### src/rtl/reset_seq_pkg.sv
// Shared types and constants for the reset sequencer.
// No logic of its own: state encoding, counter sizing, default parameters.
// Nothing here carries flow control.
package reset_seq_pkg;

  localparam int DEF_N_DOM       = 4;
  localparam int DEF_STEP_CYCLES = 16;
  localparam int DEF_HOLD_CYCLES = 8;

  // 3-bit encoding; SOFT_DRAIN is only reachable in the reverse-assert build.
  typedef enum logic [2:0] {
    S_ASSERT     = 3'd0,
    S_WAIT_LOCK  = 3'd1,
    S_RELEASE    = 3'd2,
    S_RUN        = 3'd3,
    S_SOFT       = 3'd4,
    S_SOFT_DRAIN = 3'd5
  } seq_state_e;

  // Wide enough for the longest run of any single state; the counter
  // clears on every state change so it never has to wrap.
  function automatic int cnt_width(input int n_dom, input int step, input int hold);
    return $clog2(n_dom * step + hold + 1);
  endfunction

endpackage

### src/rtl/reset_seq_sync2.sv
// Two-flop synchronizer for a single bit, optional asynchronous clear.
// Latency: d appears on q two clk edges later; clear forces q low at once.
// No backpressure: free-running sampler.
module sync2_bit #(
  parameter bit USE_CLEAR = 1'b1
) (
  input  logic clk,
  input  logic clr_n,
  input  logic d,
  output logic q
);

  logic meta;

  generate
    if (USE_CLEAR) begin : g_clr
      // Shift d through two flops; clear drops both flops immediately.
      always_ff @(posedge clk or negedge clr_n) begin
        if (!clr_n) begin
          meta <= 1'b0;
          q    <= 1'b0;
        end else begin
          meta <= d;
          q    <= meta;
        end
      end
    end else begin : g_plain
      logic unused_clr;
      assign unused_clr = clr_n;

      // Plain two-stage sampling with no clear.
      always_ff @(posedge clk) begin
        meta <= d;
        q    <= meta;
      end
    end
  endgenerate

endmodule

### src/rtl/reset_sequencer.sv
// Releases N_DOM active-low reset domains in order after board reset and PLL lock; soft-reset handshake.
// Latency: domain k releases (k+1)*STEP_CYCLES edges after RELEASE entry; all outputs registered.
// No backpressure; soft_req is a level held until soft_ack. Macro RESET_SEQ_REVERSE_ASSERT_EN: staged soft assert.
module reset_sequencer
  import reset_seq_pkg::*;
#(
  parameter int N_DOM       = DEF_N_DOM,
  parameter int STEP_CYCLES = DEF_STEP_CYCLES,
  parameter int HOLD_CYCLES = DEF_HOLD_CYCLES
) (
  input  logic             clk,
  input  logic             reset_in_,
  input  logic             pll_locked_in,
  input  logic             soft_req,
  output logic             soft_ack,
  output logic [N_DOM-1:0] rst_out_,
  output logic             seq_done
);

  localparam int CW = cnt_width(N_DOM, STEP_CYCLES, HOLD_CYCLES);

  logic rst_n;
  logic lock;

  // Board reset: asserts asynchronously, releases two edges after it rises.
  sync2_bit #(.USE_CLEAR(1'b1)) u_rst_sync (
    .clk   (clk),
    .clr_n (reset_in_),
    .d     (1'b1),
    .q     (rst_n)
  );

  // PLL lock comes from another clock domain; sample it without a clear.
  sync2_bit #(.USE_CLEAR(1'b0)) u_lock_sync (
    .clk   (clk),
    .clr_n (1'b1),
    .d     (pll_locked_in),
    .q     (lock)
  );

  seq_state_e       state_q, state_d;
  logic [CW-1:0]    cnt_q, cnt_d;
  logic [N_DOM-1:0] rst_q, rst_d;
  logic             done_q, done_d;
  logic             ack_q, ack_d;
  logic             pend_q, pend_d;
  logic             lock_lost;
  int               cnt_nxt;
  logic [N_DOM-1:0] rel_hit;

  // Cycle number the counter reaches at the coming edge.
  assign cnt_nxt = int'(cnt_q) + 1;

  // Losing lock only matters once domains may already be running.
  assign lock_lost = !lock && (state_q inside {S_RELEASE, S_RUN, S_SOFT, S_SOFT_DRAIN});

  for (genvar k = 0; k < N_DOM; k++) begin : g_rel
    assign rel_hit[k] = (cnt_nxt == (k + 1) * STEP_CYCLES);
  end

`ifdef RESET_SEQ_REVERSE_ASSERT_EN
  logic [N_DOM-1:0] drain_hit;
  // Domain N_DOM-1 drops on entry; domain k follows (N_DOM-1-k)*STEP_CYCLES later.
  for (genvar k = 0; k < N_DOM; k++) begin : g_drain
    assign drain_hit[k] = (cnt_nxt == (N_DOM - 1 - k) * STEP_CYCLES);
  end
`endif

  // State, counter and every output are flops cleared by the synchronized reset.
  always_ff @(posedge clk or negedge rst_n) begin
    if (!rst_n) begin
      state_q <= S_ASSERT;
      cnt_q   <= '0;
      rst_q   <= '0;
      done_q  <= 1'b0;
      ack_q   <= 1'b0;
      pend_q  <= 1'b0;
    end else begin
      state_q <= state_d;
      cnt_q   <= cnt_d;
      rst_q   <= rst_d;
      done_q  <= done_d;
      ack_q   <= ack_d;
      pend_q  <= pend_d;
    end
  end

  // Next-state and next-output logic for the sequencing FSM.
  always_comb begin
    state_d = state_q;
    cnt_d   = cnt_q + CW'(1);
    rst_d   = rst_q;
    done_d  = done_q;
    ack_d   = ack_q;
    pend_d  = pend_q;

    // Four-phase return: ack falls once the requester drops its level.
    if (!soft_req) ack_d = 1'b0;

    if (lock_lost) begin
      // Everything goes back down together; a pending ack is kept.
      state_d = S_ASSERT;
      cnt_d   = '0;
      rst_d   = '0;
      done_d  = 1'b0;
    end else begin
      case (state_q)
        S_ASSERT: begin
          rst_d  = '0;
          done_d = 1'b0;
          if (cnt_nxt == HOLD_CYCLES) begin
            state_d = S_WAIT_LOCK;
            cnt_d   = '0;
          end
        end
        S_WAIT_LOCK: begin
          cnt_d = '0;
          if (lock) state_d = S_RELEASE;
        end
        S_RELEASE: begin
          rst_d = rst_q | rel_hit;
          if (rel_hit[N_DOM-1]) begin
            state_d = S_RUN;
            cnt_d   = '0;
            done_d  = 1'b1;
            if (pend_q) begin
              ack_d  = 1'b1;
              pend_d = 1'b0;
            end
          end
        end
        S_RUN: begin
          cnt_d = '0;
          if (soft_req && !ack_q) begin
            // Pending is latched at acceptance so a lock loss anywhere
            // in the soft cycle cannot swallow the acknowledge.
            pend_d = 1'b1;
            done_d = 1'b0;
`ifdef RESET_SEQ_REVERSE_ASSERT_EN
            rst_d[N_DOM-1] = 1'b0;
            state_d = (N_DOM > 1) ? S_SOFT_DRAIN : S_SOFT;
`else
            rst_d   = '0;
            state_d = S_SOFT;
`endif
          end
        end
`ifdef RESET_SEQ_REVERSE_ASSERT_EN
        S_SOFT_DRAIN: begin
          rst_d = rst_q & ~drain_hit;
          if (drain_hit[0]) begin
            state_d = S_SOFT;
            cnt_d   = '0;
          end
        end
`endif
        S_SOFT: begin
          if (cnt_nxt == HOLD_CYCLES) begin
            state_d = S_WAIT_LOCK;
            cnt_d   = '0;
          end
        end
        default: begin
          state_d = S_ASSERT;
          cnt_d   = '0;
          rst_d   = '0;
          done_d  = 1'b0;
        end
      endcase
    end
  end

  assign rst_out_ = rst_q;
  assign seq_done = done_q;
  assign soft_ack = ack_q;

endmodule

### config.mk
export PLATFORM = sky130hd
export DESIGN_NAME = reset_sequencer
export DESIGN_NICKNAME = d
export VERILOG_FILES = /design/src/rtl/reset_seq_pkg.sv /design/src/rtl/reset_seq_sync2.sv /design/src/rtl/reset_sequencer.sv
export SDC_FILE = /design/constraint.sdc
export NUM_CORES = 1
export LEC_CHECK = 0
export CAP_MARGIN = 0
export CORE_MARGIN = 2
export CORE_UTILIZATION = 30
export CTS_CLUSTER_SIZE = 30
export DETAILED_ROUTE_END_ITERATION = 12
export SETUP_SLACK_MARGIN = 0.15
export SLEW_MARGIN = 40
export SYNTH_ARGS = -nofsm -noshare
export SYNTH_HDL_FRONTEND = slang
export SYNTH_SLANG_ARGS = --single-unit
### constraint.sdc
create_clock -name clk -period 0.8 [get_ports clk]
set_input_delay 0.16 -clock clk [delete_from_list [all_inputs] [get_ports clk]]
set_output_delay 0.16 -clock clk [all_outputs]
set_load 0.005 [all_outputs]
==> results.txt <==
post-route ant nets -> 0
Hold Buf Count CTS -> 0
largest net degree at the start of global routing -> 18
Initial Utilization -> 0.315
Layout area overhead -> 65.9%
non-filler cells, final -> 239
worst vdd ir -> 0.00148 V
DRT iter0 DRCs -> 34
Max Slew Vio Count -> 0
Final period util -> 2.19
Crit Path Category -> reg2reg
die area -> 4390 µm²
Mapped Area -> 1160 µm²
Crit. End Element -> flip-flop
Synth Area per Inst -> 9.46 µm²
DR pass1 iterations -> 4
Vias -> 1,131
antenna cells -> 0
setup violators final -> 23
FP Rows -> 22
Vias per Instance -> 4.73
PwrDens -> 2530 nW/µm²
number of max-cap violations -> 0
Max Clk Rate -> 571 MHz
DIE WIDTH -> 66.3 µm
Post-Place Worst Slack -> -970 ps
Critical Path RT -> 960 ps
CTS clk-pin slew, worst paths -> 80 ps
top cell type by total area after synthesis -> dfrtp_1
detailed placement HPWL -> 2240 µm
fin util -> 0.523
global-route usage over all layers -> 0.163
Final Hold Vio Count -> 0
TNS Setup -> -13,720 ps
Post-synth EDFFs -> 0
flops & latches, synth -> 21
Die Height -> 66.3 µm
Final min period -> 1750 ps
Clock Sinks -> 21
most used flip-flop cell after synthesis -> dfrtp_1
routed len/inst -> 13.6 µm
placed cell count -> 215
TritonCTS clock tree -> yes
NumNets Final -> 197
share of the synthesized area in the top cell type -> 0.409
hold crit path type -> in2async
Clock Skew -> 1.06 ps
critical path peak fanout -> 4
root buffer cell -> clkbuf_8
outcome -> finished, violations left
Port Buffer Count -> 9
GP Congestion -> 0.932
yosys warns -> 0
first-pass GRT wire length -> 5440 µm
DRC -> 0
vias in the first global route -> 1,239
cts bufs inserted -> 3
Pleak -> 0.899 nW
syn nets -> 128
DRT Wirelength -> 3260 µm
core area -> 3690 µm²
# IOs -> 10
Seq/Total Area, Yosys -> 0.443
share of layout cells above drive strength 1 -> 0.555
RSZ-0062 raised after global routing -> true
Startpoint Class -> flip-flop
Commonest cells post-synth -> 19 x dfrtp_1, 16 x nor2_1, 13 x nand2_1, 7 x a21oi_1, 6 x o21ai_0
Final WS setup -> -951 ps
Hold Slack -> 43.7 ps
GR Overflow Total -> 0
violated checks -> negative setup slack
Async S/R FF share, synth -> 0.905
post-synthesis cell count -> 123
Clock Path Buffers -> 2
clk_lat worst skew -> 270 ps
Netlist cell types -> 43
initial antenna violation count -> 0
most frequent cell after synthesis -> dfrtp_1
synth top area cells -> dfrtp_1 41%, nor2_1 5.2%, nand2_1 4.2%
Worst EP arrival -> 1910 ps
H-tree levels -> 1
flip-flops by register name (all words and copies together) (netlist names):
name	count
cnt_q	7
rst_out_	4
state_q	3
pend_q	1
seq_done	1
soft_ack	1
u_lock_sync.meta	1
u_lock_sync.q	1
u_rst_sync.meta	1
u_rst_sync.q	1
layer usage:
| layer | global-route usage | wire length [µm] | part of all wire |
|---|---|---|---|
| met1 | 0.175 | 1310 | 0.40 |
| met3 | 0.0358 | 98 | 0.030 |
| met4 | 0.0153 | 13 | 0.0040 |
| met5 | 0 | 0 | 0 |
| met2 | 0.328 | 1830 | 0.56 |
critical path, cell delays in order (launching register included):
cell     delay, ps
dfrtp_1        420
or2_0          220
mux2_4         290
o41ai_4        320
nor2_2          60
o311a_1        330
cells in the final DEF, fill, tap and decap left out, types with 4 or more instances in the layout:
cell type	n
buf_2	5
a21oi_1	6
buf_4	54
nand2b_1	4
nand2_1	10
buf_6	9
inv_1	4
nor2_1	11
dfrtp_1	17
path summary, 6_finish.rpt:
check	startpoint	end	slack, ps	cells after the start
max	cnt_q[4]	cnt_q[3]	-950	5
min	reset_in_	u_rst_sync.meta	40	1
max reg2reg	cnt_q[4]	cnt_q[3]	-950	5
min reg2reg	u_rst_sync.q	cnt_q[6]	200	1
max in group asynchronous	u_rst_sync.q	cnt_q[1]	390	1
min in group clk	pll_locked_in	u_lock_sync.meta	330	1
cells by family after synthesis:
kind of cell	after synthesis	synth area share
AND/OR/NAND/NOR	56	0.243
multiplexers	1	0.0129
AO/OA/AOI/OAI	26	0.166
other	1	0.00322
flip-flops	21	0.443
adder cells (fa/ha/maj)	1	0.0108
XOR/XNOR	6	0.0452
buffers and inverters	11	0.0763
stage by stage:
step	power (mW)	instance area (µm²)
finish	4.89	1930
global route	5.20	1930
CTS	4.73	1870
detailed placement	3.46	1600
global placement	3.39	1600
floorplan	2.60	1210
report_power, final:
part	switching, mW	leakage, nW	total [mW]	internal, mW
logic	1.21	0.606	2.73	1.52
registers	0.185	0.268	1.43	1.25
clock network	0.378	0.0255	0.726	0.348
total	1.77	0.899	4.89	3.12
what timing repair did:
action | 4_1_cts | 5_1_grt
pin swaps | 12 | 8
endpoints found under the setup margin | 23 | 23
buffers inserted | 17 | 3
resized for setup | 56 | 9
area by class of cell:
cell class | count | area, µm²
fillers | 351 | 1760
multi-input cells | 91 | 729
repair buffers | 71 | 562
flip-flops and latches | 21 | 518
well taps | 48 | 60.1
clock buffers | 3 | 41.3
inverters | 4 | 15.0
clock inverters | 1 | 5.00
No activity file was read; power rests on OpenSTA's default activity.
